[config.mk]
export PLATFORM = sky130hd
export DESIGN_NAME = dmem_arbiter_flat
export DESIGN_NICKNAME = d
export VERILOG_FILES = /design/src/rtl/dmem_arbiter_pkg.sv /design/src/rtl/dmem_arbiter_if.sv /design/src/rtl/dmem_arbiter.sv /design/src/flat_wrapper.sv
export SDC_FILE = /design/constraint.sdc
export NUM_CORES = 1
export LEC_CHECK = 0
export ABC_AREA = 1
export CAP_MARGIN = 20
export CORE_AREA = 2 2 212 214
export CTS_CLUSTER_DIAMETER = 50
export DETAILED_ROUTE_END_ITERATION = 10
export DIE_AREA = 0 0 214 216
export GPL_ROUTABILITY_DRIVEN = 1
export PLACE_DENSITY_LB_ADDON = 0.05
export SLEW_MARGIN = 20
export SYNTH_ARGS = -nofsm -noshare
export SYNTH_HDL_FRONTEND = slang
export SYNTH_SLANG_ARGS = --single-unit
[constraint.sdc]
create_clock -name clk -period 7.6 [get_ports clk]
set_clock_uncertainty 0.05 [all_clocks]
set_input_delay 1.52 -clock clk [delete_from_list [all_inputs] [get_ports clk]]
set_output_delay 1.52 -clock clk [all_outputs]
set_load 0.01 [all_outputs]
[src/rtl/dmem_arbiter_pkg.sv]
// Shared data-memory package: sizing defaults, arbiter state encoding,
// requester indices and the address range helper.
package dmem_arbiter_pkg;

    // Number of 64-bit words in data memory; addresses at or above are invalid.
    localparam int unsigned ADDR_LIMIT_DEF = 8192;
    // Consecutive r0 grants tolerated while r1 is waiting.
    localparam int unsigned STARVE_MAX_DEF = 4;

    localparam int unsigned DW     = 64;
    localparam int unsigned MEM_AW = 13;

    // Requester indices: r0 is the pipeline memory stage, r1 the loader/debug port.
    localparam logic REQ_R0 = 1'b0;
    localparam logic REQ_R1 = 1'b1;

    typedef enum logic [1:0] {
        ST_IDLE   = 2'd0,
        ST_ACCESS = 2'd1,
        ST_RESP   = 2'd2
    } arb_state_e;

    // True when a word address falls outside the populated memory.
    function automatic logic addr_out_of_range(input logic [63:0] addr,
                                               input logic [63:0] limit);
        return (addr >= limit);
    endfunction

endpackage

[src/rtl/dmem_arbiter_if.sv]
// Bundle of the two requester ports and the external memory port.
//
// Handshake: a requester raises rN_req with rN_we/rN_addr/rN_wdata stable and
// keeps them stable until rN_done. rN_gnt pulses for one cycle when the memory
// access is issued (absent for out-of-range addresses), rN_done pulses for one
// cycle when the transaction completes and qualifies rN_rdata/rN_err. A request
// still high in an IDLE cycle after rN_done counts as a new transaction.
interface dmem_arbiter_if;
    import dmem_arbiter_pkg::*;

    logic              r0_req;
    logic              r0_we;
    logic [DW-1:0]     r0_addr;
    logic [DW-1:0]     r0_wdata;
    logic              r0_gnt;
    logic              r0_done;
    logic [DW-1:0]     r0_rdata;
    logic              r0_err;

    logic              r1_req;
    logic              r1_we;
    logic [DW-1:0]     r1_addr;
    logic [DW-1:0]     r1_wdata;
    logic              r1_gnt;
    logic              r1_done;
    logic [DW-1:0]     r1_rdata;
    logic              r1_err;

    logic              mem_en;
    logic              mem_we;
    logic [MEM_AW-1:0] mem_addr;
    logic [DW-1:0]     mem_wdata;
    logic [DW-1:0]     mem_rdata;

    // Arbiter side.
    modport slave (
        input  r0_req, r0_we, r0_addr, r0_wdata,
        output r0_gnt, r0_done, r0_rdata, r0_err,
        input  r1_req, r1_we, r1_addr, r1_wdata,
        output r1_gnt, r1_done, r1_rdata, r1_err,
        output mem_en, mem_we, mem_addr, mem_wdata,
        input  mem_rdata
    );

    // Requesters plus memory side.
    modport master (
        output r0_req, r0_we, r0_addr, r0_wdata,
        input  r0_gnt, r0_done, r0_rdata, r0_err,
        output r1_req, r1_we, r1_addr, r1_wdata,
        input  r1_gnt, r1_done, r1_rdata, r1_err,
        input  mem_en, mem_we, mem_addr, mem_wdata,
        output mem_rdata
    );

endinterface

[src/rtl/dmem_arbiter.sv]
// Two-requester arbiter in front of a single-port data memory.
// IDLE picks a winner, ACCESS issues the memory cycle, RESP returns the result.
// r0 has priority; r1 is forced through after STARVE_MAX back-to-back r0 wins.
module dmem_arbiter
    import dmem_arbiter_pkg::*;
#(
    parameter int unsigned ADDR_LIMIT = ADDR_LIMIT_DEF,
    parameter int unsigned STARVE_MAX = STARVE_MAX_DEF
) (
    input  logic          clk,
    input  logic          reset,
    dmem_arbiter_if.slave bus,
    output arb_state_e    dbg_state_o
);

    localparam int unsigned CNT_W        = (STARVE_MAX < 1) ? 1 : $clog2(STARVE_MAX + 1);
    localparam logic [CNT_W-1:0] STARVE_MAX_C = CNT_W'(STARVE_MAX);
    localparam logic [63:0]      LIMIT_C      = 64'(ADDR_LIMIT);

    arb_state_e        state_q;
    logic [CNT_W-1:0]  starve_q;
    logic              win_q;
    logic              we_q;
    logic              err_q;

    logic              mem_en_q;
    logic              mem_we_q;
    logic [MEM_AW-1:0] mem_addr_q;
    logic [DW-1:0]     mem_wdata_q;
    logic              r0_gnt_q;
    logic              r1_gnt_q;
    logic              r0_done_q;
    logic              r1_done_q;
    logic              r0_err_q;
    logic              r1_err_q;

    logic              req_any;
    logic              pick_r1;
    logic              sel_we;
    logic [DW-1:0]     sel_addr;
    logic [DW-1:0]     sel_wdata;
    logic              sel_err;

    // Winner selection and mux of the winner's request fields.
    always_comb begin
        req_any   = bus.r0_req | bus.r1_req;
        pick_r1   = bus.r1_req & (~bus.r0_req | (starve_q == STARVE_MAX_C));
        sel_we    = pick_r1 ? bus.r1_we    : bus.r0_we;
        sel_addr  = pick_r1 ? bus.r1_addr  : bus.r0_addr;
        sel_wdata = pick_r1 ? bus.r1_wdata : bus.r0_wdata;
        sel_err   = addr_out_of_range(sel_addr, LIMIT_C);
    end

    // Arbiter FSM; every output except rdata is a register set on the
    // transition into the cycle where it must be seen.
    always_ff @(posedge clk or posedge reset) begin
        if (reset) begin
            state_q     <= ST_IDLE;
            starve_q    <= '0;
            win_q       <= REQ_R0;
            we_q        <= 1'b0;
            err_q       <= 1'b0;
            mem_en_q    <= 1'b0;
            mem_we_q    <= 1'b0;
            mem_addr_q  <= '0;
            mem_wdata_q <= '0;
            r0_gnt_q    <= 1'b0;
            r1_gnt_q    <= 1'b0;
            r0_done_q   <= 1'b0;
            r1_done_q   <= 1'b0;
            r0_err_q    <= 1'b0;
            r1_err_q    <= 1'b0;
        end else begin
            case (state_q)
                ST_IDLE: begin
                    if (!bus.r1_req) begin
                        starve_q <= '0;
                    end
                    if (req_any) begin
                        win_q <= pick_r1 ? REQ_R1 : REQ_R0;
                        we_q  <= sel_we;
                        err_q <= sel_err;
                        if (pick_r1) begin
                            starve_q <= '0;
                        end else if (bus.r1_req && (starve_q != STARVE_MAX_C)) begin
                            starve_q <= starve_q + CNT_W'(1);
                        end
                        if (sel_err) begin
                            // Out of range: skip the memory cycle entirely.
                            state_q   <= ST_RESP;
                            r0_done_q <= ~pick_r1;
                            r1_done_q <= pick_r1;
                            r0_err_q  <= ~pick_r1;
                            r1_err_q  <= pick_r1;
                        end else begin
                            state_q     <= ST_ACCESS;
                            mem_en_q    <= 1'b1;
                            mem_we_q    <= sel_we;
                            mem_addr_q  <= sel_addr[MEM_AW-1:0];
                            mem_wdata_q <= sel_we ? sel_wdata : '0;
                            r0_gnt_q    <= ~pick_r1;
                            r1_gnt_q    <= pick_r1;
                        end
                    end
                end
                ST_ACCESS: begin
                    state_q     <= ST_RESP;
                    mem_en_q    <= 1'b0;
                    mem_we_q    <= 1'b0;
                    mem_addr_q  <= '0;
                    mem_wdata_q <= '0;
                    r0_gnt_q    <= 1'b0;
                    r1_gnt_q    <= 1'b0;
                    r0_done_q   <= (win_q == REQ_R0);
                    r1_done_q   <= (win_q == REQ_R1);
                end
                ST_RESP: begin
                    state_q   <= ST_IDLE;
                    r0_done_q <= 1'b0;
                    r1_done_q <= 1'b0;
                    r0_err_q  <= 1'b0;
                    r1_err_q  <= 1'b0;
                end
                default: begin
                    state_q <= ST_IDLE;
                end
            endcase
        end
    end

    // Read data arrives from memory during RESP, so it is steered, not stored.
    always_comb begin
        bus.r0_rdata = '0;
        bus.r1_rdata = '0;
        if ((state_q == ST_RESP) && !we_q && !err_q) begin
            if (win_q == REQ_R1) begin
                bus.r1_rdata = bus.mem_rdata;
            end else begin
                bus.r0_rdata = bus.mem_rdata;
            end
        end
    end

    assign bus.mem_en    = mem_en_q;
    assign bus.mem_we    = mem_we_q;
    assign bus.mem_addr  = mem_addr_q;
    assign bus.mem_wdata = mem_wdata_q;
    assign bus.r0_gnt    = r0_gnt_q;
    assign bus.r1_gnt    = r1_gnt_q;
    assign bus.r0_done   = r0_done_q;
    assign bus.r1_done   = r1_done_q;
    assign bus.r0_err    = r0_err_q;
    assign bus.r1_err    = r1_err_q;
    assign dbg_state_o   = state_q;

endmodule

[src/flat_wrapper.sv]
// flat-port wrapper written by rule: the top's interface ports become plain ports
module dmem_arbiter_flat import dmem_arbiter_pkg::*;
#(
    parameter int unsigned ADDR_LIMIT = ADDR_LIMIT_DEF,
    parameter int unsigned STARVE_MAX = STARVE_MAX_DEF
)
  (clk, reset, dbg_state_o, bus_r0_req, bus_r0_we, bus_r0_addr, bus_r0_wdata, bus_r0_gnt, bus_r0_done, bus_r0_rdata, bus_r0_err, bus_r1_req, bus_r1_we, bus_r1_addr, bus_r1_wdata, bus_r1_gnt, bus_r1_done, bus_r1_rdata, bus_r1_err, bus_mem_en, bus_mem_we, bus_mem_addr, bus_mem_wdata, bus_mem_rdata);
  dmem_arbiter_if bus_i ();
  input  logic clk;
  input  logic reset;
  output arb_state_e dbg_state_o;
  input wire logic [$bits(bus_i.r0_req)-1:0] bus_r0_req;
  input wire logic [$bits(bus_i.r0_we)-1:0] bus_r0_we;
  input wire logic [$bits(bus_i.r0_addr)-1:0] bus_r0_addr;
  input wire logic [$bits(bus_i.r0_wdata)-1:0] bus_r0_wdata;
  output wire logic [$bits(bus_i.r0_gnt)-1:0] bus_r0_gnt;
  output wire logic [$bits(bus_i.r0_done)-1:0] bus_r0_done;
  output wire logic [$bits(bus_i.r0_rdata)-1:0] bus_r0_rdata;
  output wire logic [$bits(bus_i.r0_err)-1:0] bus_r0_err;
  input wire logic [$bits(bus_i.r1_req)-1:0] bus_r1_req;
  input wire logic [$bits(bus_i.r1_we)-1:0] bus_r1_we;
  input wire logic [$bits(bus_i.r1_addr)-1:0] bus_r1_addr;
  input wire logic [$bits(bus_i.r1_wdata)-1:0] bus_r1_wdata;
  output wire logic [$bits(bus_i.r1_gnt)-1:0] bus_r1_gnt;
  output wire logic [$bits(bus_i.r1_done)-1:0] bus_r1_done;
  output wire logic [$bits(bus_i.r1_rdata)-1:0] bus_r1_rdata;
  output wire logic [$bits(bus_i.r1_err)-1:0] bus_r1_err;
  output wire logic [$bits(bus_i.mem_en)-1:0] bus_mem_en;
  output wire logic [$bits(bus_i.mem_we)-1:0] bus_mem_we;
  output wire logic [$bits(bus_i.mem_addr)-1:0] bus_mem_addr;
  output wire logic [$bits(bus_i.mem_wdata)-1:0] bus_mem_wdata;
  input wire logic [$bits(bus_i.mem_rdata)-1:0] bus_mem_rdata;
  assign bus_i.r0_req = bus_r0_req;
  assign bus_i.r0_we = bus_r0_we;
  assign bus_i.r0_addr = bus_r0_addr;
  assign bus_i.r0_wdata = bus_r0_wdata;
  assign bus_r0_gnt = bus_i.r0_gnt;
  assign bus_r0_done = bus_i.r0_done;
  assign bus_r0_rdata = bus_i.r0_rdata;
  assign bus_r0_err = bus_i.r0_err;
  assign bus_i.r1_req = bus_r1_req;
  assign bus_i.r1_we = bus_r1_we;
  assign bus_i.r1_addr = bus_r1_addr;
  assign bus_i.r1_wdata = bus_r1_wdata;
  assign bus_r1_gnt = bus_i.r1_gnt;
  assign bus_r1_done = bus_i.r1_done;
  assign bus_r1_rdata = bus_i.r1_rdata;
  assign bus_r1_err = bus_i.r1_err;
  assign bus_mem_en = bus_i.mem_en;
  assign bus_mem_we = bus_i.mem_we;
  assign bus_mem_addr = bus_i.mem_addr;
  assign bus_mem_wdata = bus_i.mem_wdata;
  assign bus_i.mem_rdata = bus_mem_rdata;
  dmem_arbiter #(.ADDR_LIMIT(ADDR_LIMIT), .STARVE_MAX(STARVE_MAX)) u_core (.clk(clk), .reset(reset), .bus(bus_i), .dbg_state_o(dbg_state_o));
endmodule
== Word-level counts from Yosys, hierarchy flattened ==
Index checks and enable logic that the tools add are counted.
Cells by class
  $add $sub $neg: 1
  multiply operators: 0
  divide/modulo/power cells: 0
  $lt $le $gt $ge: 1
  eq/ne operators: 7
  shift operators: 0
  multiplexer cells: 42
  bitwise operators: 6
  reduce and logical (&&, ||, !) cells: 13
Operator list (count)
  64-bit 2-to-1 mux: 9
  64-bit one-hot mux with 2 select lines: 1
  64-bit by 14-bit >= comparator with 1-bit output (second input constant): 1
  13-bit 2-to-1 mux: 2
  13-bit one-hot mux with 2 select lines: 1
  1-bit 2-to-1 mux: 14
  3-bit 2-to-1 mux: 4
  1-bit one-hot mux with 2 select lines: 6
  3-bit AND reduction: 3
  1-bit one-hot mux with 3 select lines: 2
  2-bit 2-to-1 mux: 2
  2-bit by 1-bit inequality test with 1-bit output (second input constant): 2
  2-bit one-hot mux with 2 select lines: 1
  2-bit nonzero test: 2
  3-bit by 1-bit adder with 3-bit output (second input constant): 1
  3-bit equality test (second input constant): 1
  1-bit logical AND: 3
  3-bit inequality test (second input constant): 1
  1-bit NOT: 3
  3-bit nonzero test: 1
  2-bit by 1-bit equality test with 1-bit output (second input constant): 1
  2-bit equality test (second input constant): 1
  1-bit zero test: 2
  2-bit zero test: 1
  4 further kinds: 5
Storage, ports and cells
  register bits after elaboration: 93
  latch bits: 0
  RAM bits: 0
  memory bits (read-only): 0
  output and inout port bits: 215
  memories kept: 0

== Longest topological paths before layout ==
Gate-level depths: netlist (run 1).
  depth in word-level cells: 8
  gate-level depth with buffers: 16
  mapped depth without buffers: 14

== Worst setup path after synthesis (run 1) ==
OpenSTA, ideal clock, no wires.
  kind: in2out
  from: input port bus_mem_rdata[0]
  to: output port bus_r0_rdata[0]
  arrival: 1.843 ns
  data required time: 6.030 ns
  path slack: 4.187 ns
  stages: 2
  cell sequence: inv_1 nor3_1
Between the ends
  longest elaborated chain between the ends: 2
Ends and longest elaborated chain
  start: declaration: RTL line flat_wrapper.sv:32  | input wire logic [$bits(bus_i.mem_rdata)-1:0] bus_mem_rdata;
  64-bit 2-to-1 mux: RTL line dmem_arbiter.sv:136  | if (win_q == REQ_R1) begin
  64-bit 2-to-1 mux: RTL line dmem_arbiter.sv:135  | if ((state_q == ST_RESP) && !we_q && !err_q) begin
  end: declaration: RTL line flat_wrapper.sv:18  | output wire logic [$bits(bus_i.r0_rdata)-1:0] bus_r0_rdata;
Every way passes these cells.

== Worst setup path after layout (run 1) ==
  from: register u_core.state_q[0], in the netlist u_core.dbg_state_o[0]
  to: output port bus_r0_rdata[32]
Between the ends
  longest elaborated chain between the ends: 4
Ends and longest elaborated chain
  start: declaration: RTL line dmem_arbiter.sv:20  | arb_state_e state_q;
  start signal: assignment: RTL line dmem_arbiter.sv:58  | state_q <= ST_IDLE;
  start signal: assignment: RTL line dmem_arbiter.sv:90  | state_q <= ST_RESP;
  start signal: assignment: RTL line dmem_arbiter.sv:96  | state_q <= ST_ACCESS;
  2-bit equality test: RTL line dmem_arbiter.sv:135
  1-bit logical AND (2 in series): RTL line dmem_arbiter.sv:135
  64-bit 2-to-1 mux: RTL line dmem_arbiter.sv:135
Every way passes these cells.

==> results of run 1 <==
-- flip-flops by register name, summed over array words and instances (netlist names) --
name,flops
u_core.bus.mem_wdata,64
u_core.bus.mem_addr,13
u_core.starve_q,3
u_core.dbg_state_o,2
u_core.bus.mem_en,1
u_core.bus.mem_we,1
u_core.bus.r0_done,1
u_core.bus.r0_err,1
u_core.bus.r0_gnt,1
u_core.bus.r1_done,1
u_core.bus.r1_err,1
u_core.bus.r1_gnt,1
u_core.err_q,1
u_core.we_q,1
u_core.win_q,1
-- power by group --
| group | switching, mW | internal [mW] |
|---|---|---|
| logic | 0.268 | 0.278 |
| registers | 0.0266 | 0.540 |
| clock network | 0.235 | 0.270 |
| total | 0.530 | 1.09 |
-- kinds of logic after synthesis --
kind of cell | after synthesis | share of synthesized area
flip-flops | 93 | 0.3608
AND/OR/NAND/NOR | 729 | 0.4974
adder cells (fa/ha/maj) | 6 | 0.01164
AO/OA/AOI/OAI | 27 | 0.02347
buffers and inverters | 167 | 0.1067
-- metal layers --
| layer | vias to the layer above | GRT usage | wire length, um |
|---|---|---|---|
| li1 | 4260 | - | - |
| met1 | 3868 | 0.1809 | 15410 |
| met2 | 286 | 0.2959 | 20080 |
| met3 | 34 | 0.05271 | 2872 |
| met4 | 2 | 0.05501 | 787 |
| met5 | - | 0 | 9 |
-- path summary, 6_finish.rpt --
kind | end
setup / recovery | bus_r0_rdata[32]
hold / removal | u_core.bus.r1_done
setup reg to reg | u_core.bus.mem_wdata[42]
hold reg to reg | u_core.bus.r1_done
max in group asynchronous | u_core.win_q
min in group asynchronous | u_core.bus.mem_wdata[14]
-- synthesized netlist by cell type --
library cell / instances / area [sq um]
sky130_fd_sc_hd__o21ai_0: 2 / 10.01
sky130_fd_sc_hd__o21ai_1: 1 / 5.000
sky130_fd_sc_hd__buf_2: 25 / 125.1
sky130_fd_sc_hd__buf_6: 4 / 45.04
sky130_fd_sc_hd__a31o_2: 1 / 8.760
sky130_fd_sc_hd__o32ai_1: 1 / 8.760
sky130_fd_sc_hd__buf_1: 6 / 22.52
sky130_fd_sc_hd__nand2_4: 3 / 33.78
sky130_fd_sc_hd__a21oi_1: 18 / 90.09
sky130_fd_sc_hd__nand2_1: 237 / 889.6
sky130_fd_sc_hd__nand4_1: 3 / 18.77
sky130_fd_sc_hd__o211ai_1: 1 / 7.510
sky130_fd_sc_hd__inv_2: 1 / 3.750
sky130_fd_sc_hd__nand3_1: 89 / 445.4
sky130_fd_sc_hd__nand2_2: 3 / 18.77
sky130_fd_sc_hd__o21a_1: 2 / 15.01
sky130_fd_sc_hd__nor4_1: 64 / 400.4
sky130_fd_sc_hd__nor3_1: 130 / 650.6
sky130_fd_sc_hd__inv_1: 78 / 292.8
sky130_fd_sc_hd__clkbuf_1: 53 / 198.9
sky130_fd_sc_hd__o22ai_1: 1 / 6.260
sky130_fd_sc_hd__dfrtp_1: 93 / 2327
sky130_fd_sc_hd__nor2_1: 200 / 750.7
sky130_fd_sc_hd__ha_1: 6 / 75.07
-- final cells by class --
type                       instances  area, sq um  share of cell area
antenna                            4        10.01           0.0007912
clock buffer                      11        242.7             0.01919
clock inverter                     5        66.31            0.005242
inverter                          79        299.0             0.02364
multi-input combinational        762         3478              0.2749
sequential                        93         2328              0.1841
tap                              592        740.7             0.05855
timing repair buffer             548         5485              0.4336
-- worst max-delay path: stages, from the launching register on --
cell                              delay, ns
sky130_fd_sc_hd__dfrtp_1               0.44
sky130_fd_sc_hd__inv_1                 0.10
sky130_fd_sc_hd__ha_1                  0.28
sky130_fd_sc_hd__nand2_4               0.49
sky130_fd_sc_hd__buf_4                 0.68
sky130_fd_sc_hd__nor3_1                0.12
sky130_fd_sc_hd__clkdlybuf4s50_1       0.56
==> metrics.txt, run 1 <==
setup violation total in the final timing report=0; top library cells by usage in the layout, fill and taps aside=540 x sky130_fd_sc_hd__clkdlybuf4s50_1, 235 x sky130_fd_sc_hd__nand2_1, 200 x sky130_fd_sc_hd__nor2_1; synthesized area per cell=6.311 sq um; total standard cell area after synthesis=6450 sq um; clock root buffer master=sky130_fd_sc_hd__clkbuf_16; leakage power total=5.289 nW; endpoint kind of the worst setup timing path=primary output; count of clock tree sinks=93; critical path class=flop to primary output; Fmax achieved=0.2147 GHz; worst slack at placement=2.478 ns; vias in the first global route=8548; clock insertion delay at the later pin of the skew report=0.36 ns; Worst VDD drop=0.00008435 V; sequential area share after synthesis=0.3608; Hold Path Depth=2; total I/O pin count=541; placed insts=2073; required time of the worst setup path=6.03 ns; count of routing violations after the opening detailed-route iteration=378; setup repair after global routing missed its margin=no; PostCTS Resize Cnt=0; post-route worst setup slack=2.943 ns; startpoint type of the worst setup path=flop; number of max-capacitance violations reported=0; sum of routed wire length over all layers=39.16 mm; Period Utilization, post-route=0.6128; fill cell total of the finished layout=4885; placed cell area=12300 sq um; total of flip-flops plus latches after synthesis=93; normalized max-slew margin=0.2737; die area=46220 sq um; Pre-Repair DR Iteration Count=4; Crit path arrival time=3.09 ns; post-route non-filler standard cell count=2094; Layout Area Growth over Synthesis=96.14%; total of buffers placed on input and output ports=540; Max H-tree Level=3; total chip power=1.617 mW; status=complete, no violations; net count after synthesis=1354; initial core utilization=0.1471; worst slew pin tran=1.089 ns; number of antenna violations at the first check in global routing=4; setup TNS=0 ns; launching element of the worst setup path=u_core.dbg_state_o[0]; number of buffers inserted for hold repair after clock tree synthesis=0; first-pass GRT wire length=57.44 mm; cell row count=77; # DRC=0; Placeable Area=43840 sq um; die outline height=216 um; TritonCTS clock tree=done; P per Cell Area=127.8 nW/um^2; final instance area=12650 sq um; final critical path time including I/O delays and setup=4.657 ns; Synth Warn #=0; utilization after layout=0.2886; aggregate global-route resource usage=0.1640; cts bufs inserted=9; most common library cell in the layout ignoring fill and taps=sky130_fd_sc_hd__clkdlybuf4s50_1; Fin Hold WS=0.4378 ns; GRT Residual Overflow=0; type of the tightest min-delay check=flop to flop; worst-path maximum fanout=73; worst hold start=u_core.bus.r1_done; Cells after Synth=1022; register-to-register path setup slack=3.71 ns; worst-case clock buffer depth=2; Vias/cell=4.035; ratio of cells with drive above 1 in the final layout=0.02537; die width=214 um; number of pins exceeding their max-slew limit in the final report=0; Layout Nets=1825; clock slew at reported path FFs=0.08 ns; post-CTS setup buffers=0; worst r2r src=u_core.dbg_state_o[1]; routed length per placed instance=18.70 um; global placement routability congestion=0.9110; vias after detailed routing=8450; Fin. Hold Viols=0; pin count of the biggest net entering global routing=85; estimated wirelength of the detail-placed design=28.52 mm; post-synth cell types=24; antenna-violating nets left=0; reg2reg path depth=8
(Power assumes the default switching activity.)
==> inputs of run 2 (changes only) <==
Settings changed: CORE_AREA 2 2 212 214 to 2 2 213 215, DIE_AREA 0 0 214 216 to 0 0 215 217.
Clock period 7.6 ns to 3.8 ns, I/O delays scaled along.
==> run 2 against run 1 <==
  * Die area rose by 0.93%
  * Largest power group unchanged
  * First-iteration DRC count fell by 13%
  * Combinational power rose by 100%
==> metrics.txt, run 2 (synthesis results as in run 1) <==
status=complete, no violations; GRT Residual Overflow=0 (unchanged); count of clock tree sinks=93 (unchanged); setup TNS=0 ns (unchanged); Worst VDD drop=0.0002190 V (+160%); clock insertion delay at the later pin of the skew report=0.36 ns (about the same); highest cell delay on the worst timing path=0.58 ns (-0.10 ns); required time of the worst setup path=2.99 ns (-3.04 ns); count of routing violations after the opening detailed-route iteration=330 (-13%); placed insts=2090 (+0.82%); leakage power total=5.358 nW (+1.3%); post-route worst setup slack=0.3450 ns (-2.598 ns); type of the tightest min-delay check=flop to flop; Layout Nets=1833 (+0.44%); post-route non-filler standard cell count=2107 (+0.62%); Pre-Repair DR Iteration Count=4 (unchanged); initial core utilization=0.1443 (-0.002838); most common library cell in the layout ignoring fill and taps=sky130_fd_sc_hd__clkdlybuf4s50_1; estimated wirelength of the detail-placed design=30.33 mm (+6.3%); vias in the first global route=8559 (+0.13%); Fmax achieved=0.2894 GHz; P per Cell Area=254.5 nW/um^2 (+99%); antenna-violating nets left=0 (unchanged); Crit path arrival time=2.64 ns (-0.45 ns); Fin. Hold Viols=0 (unchanged); die area=46660 sq um (+0.93%); worst slack at placement=0.7445 ns (-1.734 ns); clock root buffer master=sky130_fd_sc_hd__clkbuf_16; pin count of the biggest net entering global routing=79 (-7.1%); first-pass GRT wire length=58.81 mm (+2.4%); endpoint kind of the worst setup timing path=primary output; die width=215 um (+0.47%); routed length per placed instance=19.11 um (+2.2%); number of max-capacitance violations reported=0 (unchanged); normalized max-slew margin=0.5313 (+0.2576); worst slew pin tran=0.7031 ns (-0.3864 ns); final critical path time including I/O delays and setup=3.455 ns; final instance area=12790 sq um (+1.1%); clock slew at reported path FFs=0.08 ns (about the same); top library cells by usage in the layout, fill and taps aside=540 x sky130_fd_sc_hd__clkdlybuf4s50_1, 235 x sky130_fd_sc_hd__nand2_1, 200 x sky130_fd_sc_hd__nor2_1; worst-case clock buffer depth=2 (unchanged); aggregate global-route resource usage=0.1667 (+0.002725); cell row count=78 (+1.3%); flip-flop count of the largest register, all copies and words added=64 (unchanged); number of pins exceeding their max-slew limit in the final report=0 (unchanged); cell with the largest stage delay on the worst path=sky130_fd_sc_hd__clkdlybuf4s50_1; critical path class=flop to primary output; setup violation total in the final timing report=0 (unchanged); worst-path maximum fanout=50 (-32%); fill cell total of the finished layout=5024 (+2.8%); startpoint type of the worst setup path=flop; total of buffers placed on input and output ports=540 (unchanged); post-CTS setup buffers=0 (unchanged); placed cell area=12470 sq um (+1.3%); global placement routability congestion=0.9143 (+0.36%); number of buffers inserted for hold repair after clock tree synthesis=0 (unchanged); sum of routed wire length over all layers=40.28 mm (+2.8%); die outline height=217 um (+0.46%); total I/O pin count=541 (unchanged); vias after detailed routing=8521 (+0.84%); TritonCTS clock tree=done; ratio of cells with drive above 1 in the final layout=0.03121 (+0.005841); # DRC=0 (unchanged); number of antenna violations at the first check in global routing=4 (unchanged); Max H-tree Level=3 (unchanged); Placeable Area=44700 sq um (+2.0%); Period Utilization, post-route=0.9092; series of cell instances along the critical path=inv_1 -> ha_1 -> nand2_4 -> buf_12 -> nor3_1 -> clkdlybuf4s50_1; cts bufs inserted=9 (unchanged); PostCTS Resize Cnt=0 (unchanged); Vias/cell=4.044 (+0.22%); Layout Area Growth over Synthesis=98.31%; setup repair after global routing missed its margin=no
==> run 2: cell type report <==
cell class	count	area (sq um)	area share
multi-input cells	762	3478	0.2719
inverters	79	299.0	0.02338
well taps	600	750.7	0.05869
clock inverters	5	66.31	0.005184
diodes	1	2.502	0.0001956
flip-flops and latches	93	2328	0.1820
clock buffers	11	252.7	0.01976
repair buffers	556	5613	0.4388
==> run 2: through the flow <==
step | power (mW) | hold WS (ns) | util
3_3_place_gp | 2.305 | 0.4217 | 0.2790
6_report | 3.256 | 0.4468 | 0.2862
5_1_grt | 3.476 | 0.4654 | 0.2861
2_1_floorplan | 1.584 | 0.4149 | -
4_1_cts | 3.349 | 0.4549 | 0.2861
3_5_place_dp | 2.299 | 0.4358 | 0.2790
==> run 2: path summary, 6_finish.rpt <==
path | from | slack [ns] | depth (start not counted) | end
setup / recovery | u_core.dbg_state_o[0] | 0.35 | 6 | bus_r0_rdata[6]
hold / removal | u_core.bus.r0_done | 0.45 | 2 | u_core.bus.r0_done
setup reg to reg | u_core.starve_q[1] | 1.35 | 10 | u_core.bus.mem_wdata[62]
hold reg to reg | u_core.bus.r0_done | 0.45 | 2 | u_core.bus.r0_done
max in group asynchronous | reset | 2.20 | 3 | u_core.bus.mem_wdata[49]
min in group asynchronous | reset | 0.77 | 2 | u_core.bus.mem_wdata[20]
==> run 2: layer usage <==
metal,GRT usage,wire [um],vias up
met5,0,41,-
met3,0.05297,3114,37
met2,0.3071,20630,288
li1,-,-,4273
met4,0.04897,971,6
met1,0.1826,15520,3917
==> run 2: critical path: cells and delay by family (launching register included) <==
kind                     cells  cell delay [ns]
adder cells (fa/ha/maj)      1             0.26
flip-flops                   1             0.44
buffers and inverters        3             1.01
AND/OR/NAND/NOR              2             0.52
==> run 2: power breakdown <==
part | internal, mW | total [mW] | switching, mW
combinational | 0.573 | 1.10 | 0.524
clock | 0.555 | 0.994 | 0.439
sequential | 1.08 | 1.16 | 0.0846
